[src/rtl/enc_pkg.sv]
// Shared definitions for the quadrature encoder interface: Gray state codes,
// signed step encoding and the 4x decode helpers.
package enc_pkg;

    localparam logic [1:0] GRAY_S0 = 2'b00;
    localparam logic [1:0] GRAY_S1 = 2'b01;
    localparam logic [1:0] GRAY_S2 = 2'b11;
    localparam logic [1:0] GRAY_S3 = 2'b10;

    typedef logic signed [1:0] step_t;

    localparam step_t STEP_NONE = 2'sb00;
    localparam step_t STEP_FWD  = 2'sb01;
    localparam step_t STEP_REV  = 2'sb11;

    // Successor of a state along the forward rotation.
    function automatic logic [1:0] gray_next(input logic [1:0] s);
        logic [1:0] n;
        case (s)
            GRAY_S0: n = GRAY_S1;
            GRAY_S1: n = GRAY_S2;
            GRAY_S2: n = GRAY_S3;
            GRAY_S3: n = GRAY_S0;
            default: n = GRAY_S0;
        endcase
        return n;
    endfunction

    // Double-bit changes map to STEP_NONE; the caller flags them separately.
    function automatic step_t decode_step(input logic [1:0] prev, input logic [1:0] cur);
        step_t s;
        if (cur == prev) begin
            s = STEP_NONE;
        end else if (cur == gray_next(prev)) begin
            s = STEP_FWD;
        end else if (prev == gray_next(cur)) begin
            s = STEP_REV;
        end else begin
            s = STEP_NONE;
        end
        return s;
    endfunction

endpackage

[src/rtl/enc_glitch_filter.sv]
// One encoder channel: two-flop synchroniser followed by a stability filter
// that only passes a new level after FILT_LEN consecutive differing samples.
module enc_glitch_filter #(
    parameter int FILT_LEN = 4
) (
    input  logic cloc,
    input  logic rst,
    input  logic din,
    output logic dout
);

    localparam int CW = (FILT_LEN > 1) ? $clog2(FILT_LEN) : 1;
    localparam logic [CW-1:0] CNT_LAST = CW'(FILT_LEN - 1);

    logic          sync1_r;
    logic          sync2_r;
    logic [CW-1:0] cnt_r;
    logic          dout_r;

    // Synchroniser chain for the asynchronous pin.
    always_ff @(posedge cloc) begin
        if (rst) begin
            sync1_r <= 1'b0;
            sync2_r <= 1'b0;
        end else begin
            sync1_r <= din;
            sync2_r <= sync1_r;
        end
    end

    // Stability counter; any return to the filtered level restarts it.
    always_ff @(posedge cloc) begin
        if (rst) begin
            cnt_r  <= {CW{1'b0}};
            dout_r <= 1'b0;
        end else if (sync2_r == dout_r) begin
            cnt_r  <= {CW{1'b0}};
            dout_r <= dout_r;
        end else if (cnt_r == CNT_LAST) begin
            cnt_r  <= {CW{1'b0}};
            dout_r <= sync2_r;
        end else begin
            cnt_r  <= cnt_r + CW'(1);
            dout_r <= dout_r;
        end
    end

    assign dout = dout_r;

endmodule

[src/rtl/quad_enc_counter.sv]
// Quadrature encoder interface: filtered A/B, 4x decode, position counter,
// windowed signed velocity, direction and sticky illegal-transition flag.
module quad_enc_counter
    import enc_pkg::*;
#(
    parameter int CNT_W    = 16,
    parameter int VEL_W    = 12,
    parameter int FILT_LEN = 4,
    parameter int WIN_CYC  = 1000,
    parameter int SATURATE = 0
) (
    input  logic             cloc,
    input  logic             rst,
    input  logic             enc_a,
    input  logic             enc_b,
    input  logic             pos_clr,
    input  logic             err_clr,
    output logic [CNT_W-1:0] pos,
    output logic [VEL_W-1:0] vel,
    output logic             vel_valid,
    output logic             dir,
    output logic             err
);

    localparam int AW  = VEL_W + 2;
    localparam int WCW = $clog2(WIN_CYC);
    localparam logic [WCW-1:0]   WIN_LAST = WCW'(WIN_CYC - 1);
    localparam logic [CNT_W-1:0] POS_MAX  = {CNT_W{1'b1}};
    localparam logic [CNT_W-1:0] POS_MIN  = {CNT_W{1'b0}};
    localparam logic signed [AW:0] ACC_MAX = {2'b00, {(AW-1){1'b1}}};
    localparam logic signed [AW:0] ACC_MIN = {2'b11, {(AW-1){1'b0}}};
    localparam logic signed [AW:0] VEL_MAX = {{(AW-VEL_W+2){1'b0}}, {(VEL_W-1){1'b1}}};
    localparam logic signed [AW:0] VEL_MIN = {{(AW-VEL_W+2){1'b1}}, {(VEL_W-1){1'b0}}};

    logic              a_filt_s;
    logic              b_filt_s;
    logic [1:0]        ab_s;
    step_t             step_s;
    logic              illegal_s;
    logic signed [AW:0] sum_s;
    logic [AW-1:0]     acc_nxt_s;
    logic [VEL_W-1:0]  vel_nxt_s;

    logic [1:0]        prev_r;
    logic [CNT_W-1:0]  pos_r;
    logic              dir_r;
    logic              err_r;
    logic [WCW-1:0]    wcnt_r;
    logic [AW-1:0]     acc_r;
    logic [VEL_W-1:0]  vel_r;
    logic              vel_valid_r;

    enc_glitch_filter #(.FILT_LEN(FILT_LEN)) u_filt_a (
        .cloc (cloc),
        .rst  (rst),
        .din  (enc_a),
        .dout (a_filt_s)
    );

    enc_glitch_filter #(.FILT_LEN(FILT_LEN)) u_filt_b (
        .cloc (cloc),
        .rst  (rst),
        .din  (enc_b),
        .dout (b_filt_s)
    );

    // Step decode against the previous filtered state.
    always_comb begin
        ab_s      = {a_filt_s, b_filt_s};
        step_s    = decode_step(prev_r, ab_s);
        illegal_s = ((prev_r ^ ab_s) == 2'b11);
    end

    // Accumulator update and velocity sample, both clamped; sum is one bit wider to see overflow.
    always_comb begin
        sum_s = {acc_r[AW-1], acc_r} + {{(AW-1){step_s[1]}}, step_s};
        if (sum_s > ACC_MAX) begin
            acc_nxt_s = ACC_MAX[AW-1:0];
        end else if (sum_s < ACC_MIN) begin
            acc_nxt_s = ACC_MIN[AW-1:0];
        end else begin
            acc_nxt_s = sum_s[AW-1:0];
        end
        if (sum_s > VEL_MAX) begin
            vel_nxt_s = VEL_MAX[VEL_W-1:0];
        end else if (sum_s < VEL_MIN) begin
            vel_nxt_s = VEL_MIN[VEL_W-1:0];
        end else begin
            vel_nxt_s = sum_s[VEL_W-1:0];
        end
    end

    // Previous-state register, direction and sticky error (a new fault beats err_clr).
    always_ff @(posedge cloc) begin
        if (rst) begin
            prev_r <= 2'b00;
            dir_r  <= 1'b0;
            err_r  <= 1'b0;
        end else begin
            prev_r <= ab_s;
            if (step_s == STEP_FWD) begin
                dir_r <= 1'b1;
            end else if (step_s == STEP_REV) begin
                dir_r <= 1'b0;
            end else begin
                dir_r <= dir_r;
            end
            if (illegal_s) begin
                err_r <= 1'b1;
            end else if (err_clr) begin
                err_r <= 1'b0;
            end else begin
                err_r <= err_r;
            end
        end
    end

    // Position counter; pos_clr drops a coincident step from pos only.
    always_ff @(posedge cloc) begin
        if (rst) begin
            pos_r <= POS_MIN;
        end else if (pos_clr) begin
            pos_r <= POS_MIN;
        end else if (step_s == STEP_FWD) begin
            if ((SATURATE != 0) && (pos_r == POS_MAX)) begin
                pos_r <= pos_r;
            end else begin
                pos_r <= pos_r + CNT_W'(1);
            end
        end else if (step_s == STEP_REV) begin
            if ((SATURATE != 0) && (pos_r == POS_MIN)) begin
                pos_r <= pos_r;
            end else begin
                pos_r <= pos_r - CNT_W'(1);
            end
        end else begin
            pos_r <= pos_r;
        end
    end

    // Free-running velocity window; the last cycle's step lands in the published sample.
    always_ff @(posedge cloc) begin
        if (rst) begin
            wcnt_r      <= {WCW{1'b0}};
            acc_r       <= {AW{1'b0}};
            vel_r       <= {VEL_W{1'b0}};
            vel_valid_r <= 1'b0;
        end else if (wcnt_r == WIN_LAST) begin
            wcnt_r      <= {WCW{1'b0}};
            acc_r       <= {AW{1'b0}};
            vel_r       <= vel_nxt_s;
            vel_valid_r <= 1'b1;
        end else begin
            wcnt_r      <= wcnt_r + WCW'(1);
            acc_r       <= acc_nxt_s;
            vel_r       <= vel_r;
            vel_valid_r <= 1'b0;
        end
    end

    assign pos       = pos_r;
    assign vel       = vel_r;
    assign vel_valid = vel_valid_r;
    assign dir       = dir_r;
    assign err       = err_r;

endmodule

[config.mk]
export PLATFORM = sky130hd
export DESIGN_NAME = quad_enc_counter
export DESIGN_NICKNAME = d
export VERILOG_FILES = /design/src/rtl/enc_pkg.sv /design/src/rtl/enc_glitch_filter.sv /design/src/rtl/quad_enc_counter.sv
export SDC_FILE = /design/constraint.sdc
export NUM_CORES = 1
export LEC_CHECK = 0
export BUFFER_PORTS_ARGS = -buffer_cell sky130_fd_sc_hd__buf_2
export CORE_MARGIN = 3
export CORE_UTILIZATION = 35
export CTS_BUF_LIST = sky130_fd_sc_hd__clkbuf_4 sky130_fd_sc_hd__clkbuf_8
export CTS_CLUSTER_SIZE = 16
export DETAILED_ROUTE_END_ITERATION = 10
export SLEW_MARGIN = 25
export SYNTH_ARGS = -nofsm -noshare
export SYNTH_HDL_FRONTEND = slang
export SYNTH_SLANG_ARGS = --single-unit
[constraint.sdc]
create_clock -name cloc -period 12.15 [get_ports cloc]
set_clock_uncertainty 0.1 [all_clocks]
set_input_delay 1.8225 -clock cloc [delete_from_list [all_inputs] [get_ports cloc]]
set_output_delay 1.8225 -clock cloc [all_outputs]
set_load 0.005 [all_outputs]
Word-level counts from Yosys, hierarchy flattened
Index checks and enable logic that the tools add are counted.
- register bits after elaboration: 67
- bits of input ports: 6
- output and inout bits: 31
- word-level logic and storage cells: 77
- $add $sub $neg: 6
- magnitude comparators: 4
- eq/ne operators: 17
- multiplexer cells: 19
- bitwise gates (word level): 3
- reduce and logical (&&, ||, !) cells: 11
- operator list (kind ; number):
    16-bit two-way mux ; 2
    12-bit two-way mux ; 2
    16-bit by 1-bit adder with 16-bit output (second input constant) ; 1
    2-bit == test (second input constant) ; 8
    2-bit case mux with 4 select lines ; 2
    16-bit by 1-bit subtractor with 16-bit output (second input constant) ; 1
    14-bit by 2-bit adder with 15-bit output ; 1
    15-bit by 12-bit > comparator with 1-bit output (second input constant) ; 1
    15-bit by 14-bit > comparator with 1-bit output (second input constant) ; 1
    15-bit by 12-bit < comparator with 1-bit output (second input constant) ; 1
    15-bit by 14-bit < comparator with 1-bit output (second input constant) ; 1
    14-bit two-way mux ; 1
    13-bit two-way mux ; 1
    2-bit two-way mux ; 6
    10-bit by 1-bit adder with 10-bit output (second input constant) ; 1
    10-bit == test (second input constant) ; 1
    3-bit OR reduction ; 3
    2-bit by 1-bit == test with 1-bit output (second input constant) ; 3
    2-bit == test ; 3
    1-bit two-way mux ; 5
    2-bit by 1-bit adder with 2-bit output (second input constant) ; 2
    2-bit logical NOT ; 2
    2-bit AND reduction ; 2
    2-bit nonzero test ; 2
    4 further kinds ; 7

Longest topological paths before layout
Gate-level depths: netlist of run 1.
- depth after elaboration: 14
- depth in mapped cells: 14
- mapped depth without buffers: 13

By module
A second synthesis of run 1 with hierarchy kept.
- cell total of the unflattened synthesis: 410
- area total of the unflattened synthesis: 3618.5 um^2
- modules (own cells, without submodules) (module ; instances ; cells an instance ; area each (um^2) ; seq. area each (um^2)):
    quad_enc_counter ; 1 ; 384 ; 3280.6 ; 1141.1
    enc_glitch_filter ; 2 ; 13 ; 168.9 ; 100.1

Worst setup path after synthesis of run 1
No wires, ideal clock.
- path kind: register -> register
- from: register u_filt_b.dout_r (netlist: u_filt_b.dout)
- to: register vel_r[5] (netlist: vel[5])
- library setup time: 0.071 ns
- arrival: 3.753 ns
- required time: 11.979 ns
- setup slack: 8.226 ns
- stages on the path, launching flop included: 14
- buffers on the path: 1
- period minus slack after synthesis: 3.924 ns
- cells stage by stage: dfxtp_1 xor2_1 xor2_1 clkinv_1 clkbuf_1 ha_1 fa_1 a21o_1 a221oi_2 a221oi_2 a211o_2 a311oi_4 a21oi_1 o21ai_1
- word-level cells in the longest chain between the ends: 12
- elaborated cells on any way between the ends: 18
- classes of those cells: add/sub (1); order compare (2); eq/ne (6); mux (8); reduce/logical (1)
- RTL lines (element ; RTL line ; source):
    from (decl) ; enc_glitch_filter.sv:18 ; logic dout_r;
    from (signal assigned) ; enc_glitch_filter.sv:38 ; dout_r <= dout_r;
    from (signal assigned) ; enc_glitch_filter.sv:41 ; dout_r <= sync2_r;
    from (signal assigned) ; enc_glitch_filter.sv:44 ; dout_r <= dout_r;
    2-bit == test (tied with other cells) ; enc_pkg.sv:19 ; case (s)
    2-bit case mux with 4 select lines ; enc_pkg.sv:19 ;
    2-bit two-way mux ; enc_pkg.sv:34 ; end else if (cur == gray_next(prev)) begin
    2-bit two-way mux ; enc_pkg.sv:32 ; if (cur == prev) begin
    2-bit == test ; enc_pkg.sv:36 ; end else if (prev == gray_next(cur)) begin
    2-bit two-way mux ; enc_pkg.sv:36 ;
    2-bit two-way mux ; enc_pkg.sv:34 ;
    2-bit two-way mux (*) ; enc_pkg.sv:32 ;
    14-bit by 2-bit adder with 15-bit output (*) ; quad_enc_counter.sv:76 ; sum_s = {acc_r[AW-1], acc_r} + {{(AW-1){step_s[1]}}, step_s};
    15-bit by 12-bit < comparator with 1-bit output ; quad_enc_counter.sv:86 ; end else if (sum_s < VEL_MIN) begin
    12-bit two-way mux ; quad_enc_counter.sv:86 ;
    12-bit two-way mux (*) ; quad_enc_counter.sv:84 ; if (sum_s > VEL_MAX) begin
    to (signal assigned) ; quad_enc_counter.sv:146 ; vel_r <= {VEL_W{1'b0}};
    to (signal assigned) ; quad_enc_counter.sv:151 ; vel_r <= vel_nxt_s;
    to (signal assigned) ; quad_enc_counter.sv:156 ; vel_r <= vel_r;
    to (decl) ; quad_enc_counter.sv:50 ; logic [VEL_W-1:0] vel_r;
Every way passes the cells marked *; elsewhere a longest branch is shown, timed or not. The select of a mux whose other input is x is not followed.
A chain may end at the register's enable or synchronous reset.

Worst setup path in the final report of run 1
- from: register u_filt_b.dout_r (netlist: u_filt_b.dout)
- to: register vel_r[8] (netlist: vel[8])
Same word-level chain as after synthesis.

==> impl_metrics.toml, run 1 <==
[sta]
hold_violations = 0
max_freq_mhz = 233
tightest_slew_ps = 832
max-slew-margin-rel_pct = 44.0
tns_ps = 0
min_period_over_period_pct = 35.4
setup_viol_count_final = 0
rsz0062_at_grt = "no"
slew_violations = 0
period_minus_slack_ps = 4300

[clock_network]
cts_setup_buffers = 0
cts_tree = "done"
clkTransAtPathRegs_ps = 70
cts_made_buffers = 9
cts-resized-gates = 0
cts_hold_buf = 0
htreeDepth = 3
cts-root-buf = "clkbuf_8"
clockBufferDepth = 2
cts.sink_count = 67
worstSkewPairLatency_ps = 330

[drt]
dr.pass1.iters = 4
drtIter0Drc = 149
wire_per_inst_um = 12.7
antenna_left = 0
via_count = 2952
wl_um = 7500
avgViaCountPerCell = 5.01
drc = 0

[worst_setup_path]
path_class = "reg -> reg"
arrival_ps = 4460
cp_slowest_stage_delay_ps = 550
rrSetupSlack_ps = 7850
crit_path_start_kind = "register"
cp-end-kind = "register"
slowest_stage = "a311oi_4"
critPathRequiredTime_ps = 12310
worstPathCellList = "xor2_1, xor2_1, buf_4, clkinv_1, ha_1, fa_1, a21o_1, a221oi_2, a221oi_2, a211o_2, a311oi_4, a21oi_1, o21ai_1"
crit_path_max_fanout = 18

[floorplanning]
dieArea_mm2 = 0.0117
die_w_um = 108
die_y_um = 108
num_rows = 36
io_pins = 37
core_mm2 = 0.00995
start_util_pct = 36.6

[synth]
ys_warn_count = 0
yosysTopAreaCellShare_pct = 36.8
synth_edf_count = 0
ys.flop_type = "dfxtp_1"
yosysUniqueCellTypes = 52
synth_top_cell_by_area = "dfxtp_1"
ys_ff_latch = 67
ys_async_sr_fraction_pct = 0
syn_area_per_cell_um2 = 8.83
synth_fp_nets = 452
ys_seq_area_share_pct = 36.8
synth.area.top_cells = "dfxtp_1 (37%), ha_1 (11%), a21oi_1 (6.9%), xnor2_1 (5.8%), nor2_1 (4.5%)"
netlist_instances = 413
syn_area_mm2 = 0.00365

[grt]
antenna_found_initial = 0
grt_max_degree = 22
grt_first_pass_wirelength_um = 12800
grtUsageTotal_pct = 13.6
grt_pass1_vias = 2769
grt_overflow_total = 0

[place]
numPortBuffers = 36
routabilityCongestion = 0.801
hpwl_um = 5510

[power_and_ir_drop]
p_leak_nw = 1.86
ir_worst_vdd_mv = 0.0698
powerDensity_mw_per_mm2 = 112

[status]
outcome = "finished clean"

[finish]
mostFrequentLayoutCell = "dfxtp_1"
layout.nets = 490
finish.utilization_pct = 42.5
multi_input_comb_area_mm2 = 0.00222
diodes = 0
n_fill_cell = 1010
layout-drive-gt1-share_pct = 16.2
regArea_mm2 = 0.00134
final_cell_mix = "dfxtp_1 (67), a21oi_1 (50), nor2_1 (43)"
area_delta_synth_final_pct = 16.1

[flow_run]
maxCapViolCount = 0

[hold_path]
hp-class = "reg -> reg"
-- cells in the mapped netlist (2+ instances only) --
cell type   n
or3_1       3
nor3_1      5
nor2b_1     7
and3_1      3
fa_1        2
o21bai_1    2
dfxtp_1    67
a31oi_1     2
o21ai_1    12
a21o_1     10
a211oi_1    7
nor4_1      3
o41ai_1     2
a211o_1     2
o21a_1      5
nand2b_1    3
o21ai_0     6
mux2i_1     5
xnor2_1    24
nand2_1    34
o31ai_1     2
nor2_1     44
ha_1       31
a211oi_2    2
nand4_1     2
clkbuf_1    9
a21oi_1    50
or2_2       5
xor2_1     13
a221oi_2    2
a31o_2      2
inv_1      11
nand3_1    12
and2_1      6
-- final timing paths --
path                                   to                         start  cells past startpoint
min          u_filt_b.cnt_r[0]$_SDFF_PP0_  u_filt_b.cnt_r[0]$_SDFF_PP0_                      1
max                   vel[8]$_SDFFE_PP0P_    u_filt_b.dout$_SDFFE_PP0P_                     13
max reg2reg           vel[8]$_SDFFE_PP0P_    u_filt_b.dout$_SDFFE_PP0P_                     13
min reg2reg  u_filt_b.cnt_r[0]$_SDFF_PP0_  u_filt_b.cnt_r[0]$_SDFF_PP0_                      1
-- cell type report --
class                           count  area share, %
Inverter                           12           1.06
Tap cell                          133           3.93
Timing Repair Buffer               38           4.61
Multi-Input combinational cell    323           52.5
Clock inverter                      5           2.96
Sequential cell                    67           31.7
Clock buffer                       11           3.28
-- critical path: cells and delay by family, from the launching register on --
kind | cells | cell delay [ps]
compound gates | 7 | 1840
xor+xnor | 2 | 390
fa+ha+maj | 2 | 820
buf+inv | 2 | 650
flops | 1 | 420
-- where the power goes --
| part | leakage (nW) | switching [mW] | internal, mW |
|---|---|---|---|
| logic | 1.19 | 0.00501 | 0.00268 |
| clock network | 0.134 | 0.0813 | 0.161 |
| registers | 0.541 | 0.000983 | 0.221 |
-- metrics by stage --
| stage | hold WS [ps] | instance area [um^2] | std cells | total power, mW | worst slack, ps |
|---|---|---|---|---|---|
| floorplan | 297 | 3650 | 413 | 0.232 | 8230 |
| global placement | 305 | 3970 | 573 | 0.235 | 7930 |
| detailed placement | 309 | 3970 | 573 | 0.235 | 7820 |
| CTS | 326 | 4230 | 589 | 0.479 | 7770 |
| global route | 347 | 4230 | 589 | 0.492 | 7410 |
| finish | 319 | 4230 | 589 | 0.473 | 7850 |
-- state kept, by name, indices dropped and copies added, names as in the netlist, 2 cells and up --
| signal | flops |
|---|---|
| pos | 16 |
| u_filt_a.cnt_r | 2 |
| wcnt_r | 10 |
| vel | 12 |
| prev_r | 2 |
| acc_r | 14 |
| u_filt_b.cnt_r | 2 |
-- cells by family (layout without fill, tap and decap cells) --
| kind of cell | Yosys count | in the layout | synth area share [%] |
|---|---|---|---|
| AOI/OAI and AO/OA | 114 | 114 | 20.9 |
| xor gates and xnor gates | 38 | 38 | 9.33 |
| adders and majority gates | 33 | 33 | 11.7 |
| buffers and inverters | 23 | 66 | 2.40 |
| DFF | 67 | 67 | 36.8 |
| muxes | 5 | 5 | 1.37 |
| and+or+nand+nor | 133 | 133 | 17.5 |
-- per-layer routing --
metal | GRT usage [%] | wire length [um] | vias to the layer above
met5 | 0 | 0 | -
met4 | 3.61 | 75 | 0
li1 | - | - | 1537
met2 | 22.4 | 3430 | 53
met3 | 3.34 | 366 | 7
met1 | 17.7 | 3620 | 1355
(Power assumes the default switching activity.)
==> run 2: changes to the inputs <==
==> constraint.sdc (replaced) <==
create_clock -name cloc -period 3.9 [get_ports cloc]
set_clock_uncertainty 0.1 [all_clocks]
set_input_delay 0.585 -clock cloc [delete_from_list [all_inputs] [get_ports cloc]]
set_output_delay 0.585 -clock cloc [all_outputs]
set_load 0.005 [all_outputs]
==> impl_metrics.toml, run 2 (synthesized netlist as in run 1, its figures left out) <==
[clock_network]
cts-root-buf = "clkbuf_8"
cts_hold_buf = 0
worstSkewPairLatency_ps = 350
clkTransAtPathRegs_ps = 80
cts.sink_count = 67
htreeDepth = 3
cts_tree = "done"
clockBufferDepth = 2
cts_made_buffers = 9

[hold_path]
hp-class = "reg -> reg"
hold_start = "u_filt_a.cnt_r[0]$_SDFF_PP0_"

[grt]
grt_first_pass_wirelength_um = 13300
antenna_found_initial = 0
grt_max_degree = 22
grt_pass1_vias = 2891
grt_overflow_total = 0
grtUsageTotal_pct = 14.4

[power_and_ir_drop]
p_seq_share_pct = 49.8
p_clk_share_pct = 48.4
p_leak_nw = 1.88
ir_worst_vdd_mv = 0.150
power.share.combinational_pct = 1.8
p_sw_mw = 0.308
internal_power_mw = 1.08
powerDensity_mw_per_mm2 = 324
p_sw_share_pct = 22.2

[floorplanning]
io_pins = 37
start_util_pct = 36.6
die_y_um = 108
core_mm2 = 0.00995
die_w_um = 108
dieArea_mm2 = 0.0117
num_rows = 36

[worst_setup_path]
slowest_stage = "fa_1"
arrival_ps = 3800
startpoint = "prev_r[1]$_SDFF_PP0_"
path_buf_inv = 1
cp_slowest_stage_delay_ps = 520
critPathTopFamily = "compound AO/OA/AOI/OAI gates"
worstPathCellList = "xor2_1, buf_4, nand2_1, fa_1, a211oi_2, o21bai_1, a221oi_1, o21ai_1, o41ai_1, o21ai_1, xor2_1, a31o_2"
r2r_start = "prev_r[1]$_SDFF_PP0_"
crit_path_start_kind = "register"
critPathRequiredTime_ps = 4040
crit_path_max_fanout = 9
cp-end-kind = "register"
path_class = "reg -> reg"

[sta]
max-slew-margin-rel_pct = 46.6
tightest_slew_ps = 794
hold_violations = 0
tns_ps = 0
slew_violations = 0
min_period_over_period_pct = 93.8
period_minus_slack_ps = 3660
setup_viol_count_final = 0
max_freq_mhz = 273
rsz0062_at_grt = "no"

[status]
outcome = "finished clean"

[drt]
avgViaCountPerCell = 5.03
drtIter0Drc = 139
drc = 0
wl_um = 7710
via_count = 2999
dr.pass1.iters = 4
antenna_left = 0
wire_per_inst_um = 12.9

[finish]
instances_no_fill = 596
diodes = 0
area_delta_synth_final_pct = 17.6
largest_reg_flops = 16
final_cell_mix = "dfxtp_1 (67), a21oi_1 (50), nor2_1 (43)"
mostFrequentLayoutCell = "dfxtp_1"
layout-drive-gt1-share_pct = 18.6
n_fill_cell = 993
layout.nets = 497

[place]
routabilityCongestion = 0.888
numPortBuffers = 36
place_inst = 580
hpwl_um = 5760

[flow_run]
maxCapViolCount = 0
## run 2: cell types whose count changed in the layout (fill, tap and decap cells not counted), sizes merged
cell	delta
clkinv	+1
inv	+2
bufinv	-2
clkbuf	-1
buf	+7
## run 2: metal layers
layer  track usage, %  routed length (um)  up-vias
li1                 -                   -     1552
met1             17.1                3470     1391
met2             25.1                3830       41
met3             3.58                 272       15
met4             5.32                 132        0
met5                0                   0        -
## run 2: what timing repair did
action | in CTS | in global routing
setup buffers | 0 | 0
endpoints found under the setup margin | 0 | 24
resized for setup | 0 | 5
## run 2: area by class of cell
type	instances	area, um^2	share of cell area (%)
multi-input cells	323	2260	52.6
flip-flops and latches	67	1340	31.3
inverters	12	45.0	1.05
clock inverters	6	95.1	2.22
well taps	133	166	3.88
clock buffers	10	138	3.21
repair buffers	45	248	5.78
## run 2: path summary, 6_finish.rpt
| path | depth (start not counted) | endpoint | slack [ps] |
|---|---|---|---|
| setup / recovery | 12 | pos[14]$_SDFFE_PP0P_ | 240 |
| hold / removal | 1 | u_filt_a.cnt_r[0]$_SDFF_PP0_ | 320 |
| setup reg to reg | 12 | pos[14]$_SDFFE_PP0P_ | 240 |
| hold reg to reg | 1 | u_filt_a.cnt_r[0]$_SDFF_PP0_ | 320 |
## run 2: power by group through the flow
stage / Sequential [mW] / Combinational (mW) / Clock, mW
floorplan: 0.707 / 0.0168 / 0
global placement: 0.708 / 0.0242 / 0
detailed placement: 0.708 / 0.0246 / 0
CTS: 0.692 / 0.0247 / 0.696
global route: 0.692 / 0.0279 / 0.721
finish: 0.692 / 0.0244 / 0.673
## run 2: per-stage QoR
stage	setup slack [ps]	hold slack [ps]	cell area [um^2]	util, %	power (mW)
after floorplan	76.2	297	3650	-	0.724
after global placement	17.1	306	4030	40.4	0.732
after detailed placement	39.2	315	4030	40.5	0.733
after CTS	17.3	324	4260	42.8	1.41
after global routing	18.1	340	4290	43.1	1.44
final	243	323	4290	43.1	1.39
==> run 3: changes to the inputs <==
--- a/config.mk
+++ b/config.mk
@@ -5,12 +5,14 @@
 export SDC_FILE = /design/constraint.sdc
 export NUM_CORES = 1
 export LEC_CHECK = 0
+export ABC_AREA = 1
 export BUFFER_PORTS_ARGS = -buffer_cell sky130_fd_sc_hd__buf_2
 export CORE_MARGIN = 3
 export CORE_UTILIZATION = 35
 export CTS_BUF_LIST = sky130_fd_sc_hd__clkbuf_4 sky130_fd_sc_hd__clkbuf_8
 export CTS_CLUSTER_SIZE = 16
 export DETAILED_ROUTE_END_ITERATION = 10
+export SKIP_LAST_GASP = 1
 export SLEW_MARGIN = 25
 export SYNTH_ARGS = -nofsm -noshare
 export SYNTH_HDL_FRONTEND = slang
==> impl_metrics.toml, run 3 <==
[status]
outcome = "finished clean"

[synth]
syn_area_per_cell_um2 = 7.00
ys_seq_area_share_pct = 33.4
ys_top_cells_by_count = "nand2_1 (137), inv_1 (94), dfxtp_1 (67)"
synth_top_cell_by_area = "dfxtp_1"
syn_area_mm2 = 0.00402
ys_async_sr_fraction_pct = 0
synth.area.top_cells = "dfxtp_1 (33%), nand2_1 (13%), ha_1 (9.7%), inv_1 (8.8%), a21oi_1 (6.1%)"
ys.flop_type = "dfxtp_1"
ys_ff_latch = 67
ys_warn_count = 0
yosysMostFrequentCell = "nand2_1"
netlist_instances = 574
yosysUniqueCellTypes = 35
yosysTopAreaCellShare_pct = 33.4
synth_edf_count = 0
synth_fp_nets = 613

[worst_setup_path]
path_buf_inv = 1
cpMostUsedCell = "nand2_1"
critPathRequiredTime_ps = 4030
crit_path_max_fanout = 15
crit_path_start_kind = "register"
worstPathCellList = "xnor2_1, nor2_2, inv_1, nand2_1, ha_1, fa_1, nand3_1, nand2_1, nand2_1, nand2_2, nand2_2, nand2_1, nand2_1, nand2_4, nand2_4, nand2_2, a21oi_1"
cp_slowest_stage_delay_ps = 540
slowest_stage = "nor2_2"
arrival_ps = 3170
critPathTopFamily = "simple AND/OR/NAND/NOR gates"
cp-end-kind = "register"
path_class = "reg -> reg"

[finish]
n_fill_cell = 1165
largest_reg_flops = 16
fin_area_mm2 = 0.00457
diodes = 0
area_delta_synth_final_pct = 13.6
final_cell_mix = "nand2_1 (137), inv_1 (94), dfxtp_1 (67)"
mostFrequentLayoutCell = "nand2_1"
layout.nets = 655
layout-drive-gt1-share_pct = 12.1

[power_and_ir_drop]
powerDensity_mw_per_mm2 = 293
p_leak_nw = 2.52
ir_worst_vdd_mv = 0.141

[drt]
wl_um = 9360
wire_per_inst_um = 12.3
drc = 0
antenna_left = 0
avgViaCountPerCell = 4.80
drtIter0Drc = 178
dr.pass1.iters = 5
via_count = 3652

[grt]
grt_overflow_total = 0
grtUsageTotal_pct = 15.1
antenna_found_initial = 0
grt_first_pass_wirelength_um = 15700
grt_max_degree = 25
grt_pass1_vias = 3341

[floorplanning]
start_util_pct = 36.4
dieArea_mm2 = 0.0128
core_mm2 = 0.0110
die_w_um = 113
io_pins = 37
die_y_um = 113
num_rows = 38

[clock_network]
cts.sink_count = 67
cts-root-buf = "clkbuf_8"
cts_made_buffers = 9
cts_setup_buffers = 0
worstSkewPairLatency_ps = 350
cts_hold_buf = 0
clockBufferDepth = 2
htreeDepth = 3
clkTransAtPathRegs_ps = 70
cts-resized-gates = 0
cts_tree = "done"

[place]
hpwl_um = 7280
numPortBuffers = 36
routabilityCongestion = 0.854
place_area_mm2 = 0.00435

[sta]
rsz0062_at_grt = "no"
setup_viol_count_final = 0
period_minus_slack_ps = 3040
max-slew-margin-rel_pct = 56.9
min_period_over_period_pct = 78.1
hold_violations = 0
tightest_slew_ps = 646
max_freq_mhz = 328
tns_ps = 0
slew_violations = 0

[hold_path]
hp-class = "reg -> reg"

[flow_run]
maxCapViolCount = 0
-- run 3: report_power, final --
part           internal [mW]  leakage [nW]  switching, mW
Sequential             0.689         0.541        0.00307
Combinational        0.00939          1.88         0.0191
Clock                  0.346         0.107          0.272
-- run 3: worst paths after layout --
path                          startpoint                          end  slack [ps]  cells past startpoint
max           u_filt_a.dout$_SDFFE_PP0P_         acc_r[12]$_SDFF_PP0_         860                     17
min          u_filt_b.sync1_r$_SDFF_PP0_  u_filt_b.sync2_r$_SDFF_PP0_         300                      2
min reg2reg  u_filt_b.sync1_r$_SDFF_PP0_  u_filt_b.sync2_r$_SDFF_PP0_         300                      2
max reg2reg   u_filt_a.dout$_SDFFE_PP0P_         acc_r[12]$_SDFF_PP0_         860                     17
-- run 3: final cells by class --
class	count	area (um^2)	area share, %
Clock buffer	13	166	3.64
Clock inverter	3	46.3	1.01
Inverter	98	368	8.06
Multi-Input combinational cell	401	2270	49.6
Sequential cell	67	1340	29.4
Tap cell	140	175	3.84
Timing Repair Buffer	39	203	4.44
-- run 3: logic make-up after synthesis --
| logic type | synth area share, % |
|---|---|
| AOI/OAI and AO/OA | 12.4 |
| xor gates and xnor gates | 4.14 |
| adders and majority gates | 10.7 |
| buffers and inverters | 10.3 |
| DFF | 33.4 |
| and+or+nand+nor | 29.1 |
-- run 3: layer usage --
layer | share of wire, % | global-route usage, % | up-vias
met4 | 0.76 | 4.01 | 0
met5 | 0 | 0 | -
met1 | 51 | 21.2 | 1625
met3 | 5.4 | 3.96 | 7
li1 | - | - | 1958
met2 | 43 | 22.9 | 62
-- run 3: worst register-to-register path, stage by stage, from the launching register on --
cell	delay [ps]
dfxtp_1	440
xnor2_1	140
nor2_2	540
inv_1	90
nand2_1	100
ha_1	200
fa_1	220
nand3_1	80
nand2_1	140
nand2_1	80
nand2_2	100
nand2_2	70
nand2_1	60
nand2_1	70
nand2_4	120
nand2_4	120
nand2_2	180
a21oi_1	80
-- run 3: through the flow --
stage | utilization (%) | worst slack, ps | power (mW) | instances | hold WS [ps]
finish | 41.4 | 856 | 1.34 | 761 | 302
global route | 41.4 | 484 | 1.38 | 761 | 320
CTS | 41.3 | 567 | 1.35 | 761 | 309
detailed placement | 39.4 | 586 | 0.737 | 745 | 296
global placement | 39.4 | 706 | 0.736 | 745 | 299
floorplan | - | 739 | 0.727 | 574 | 288
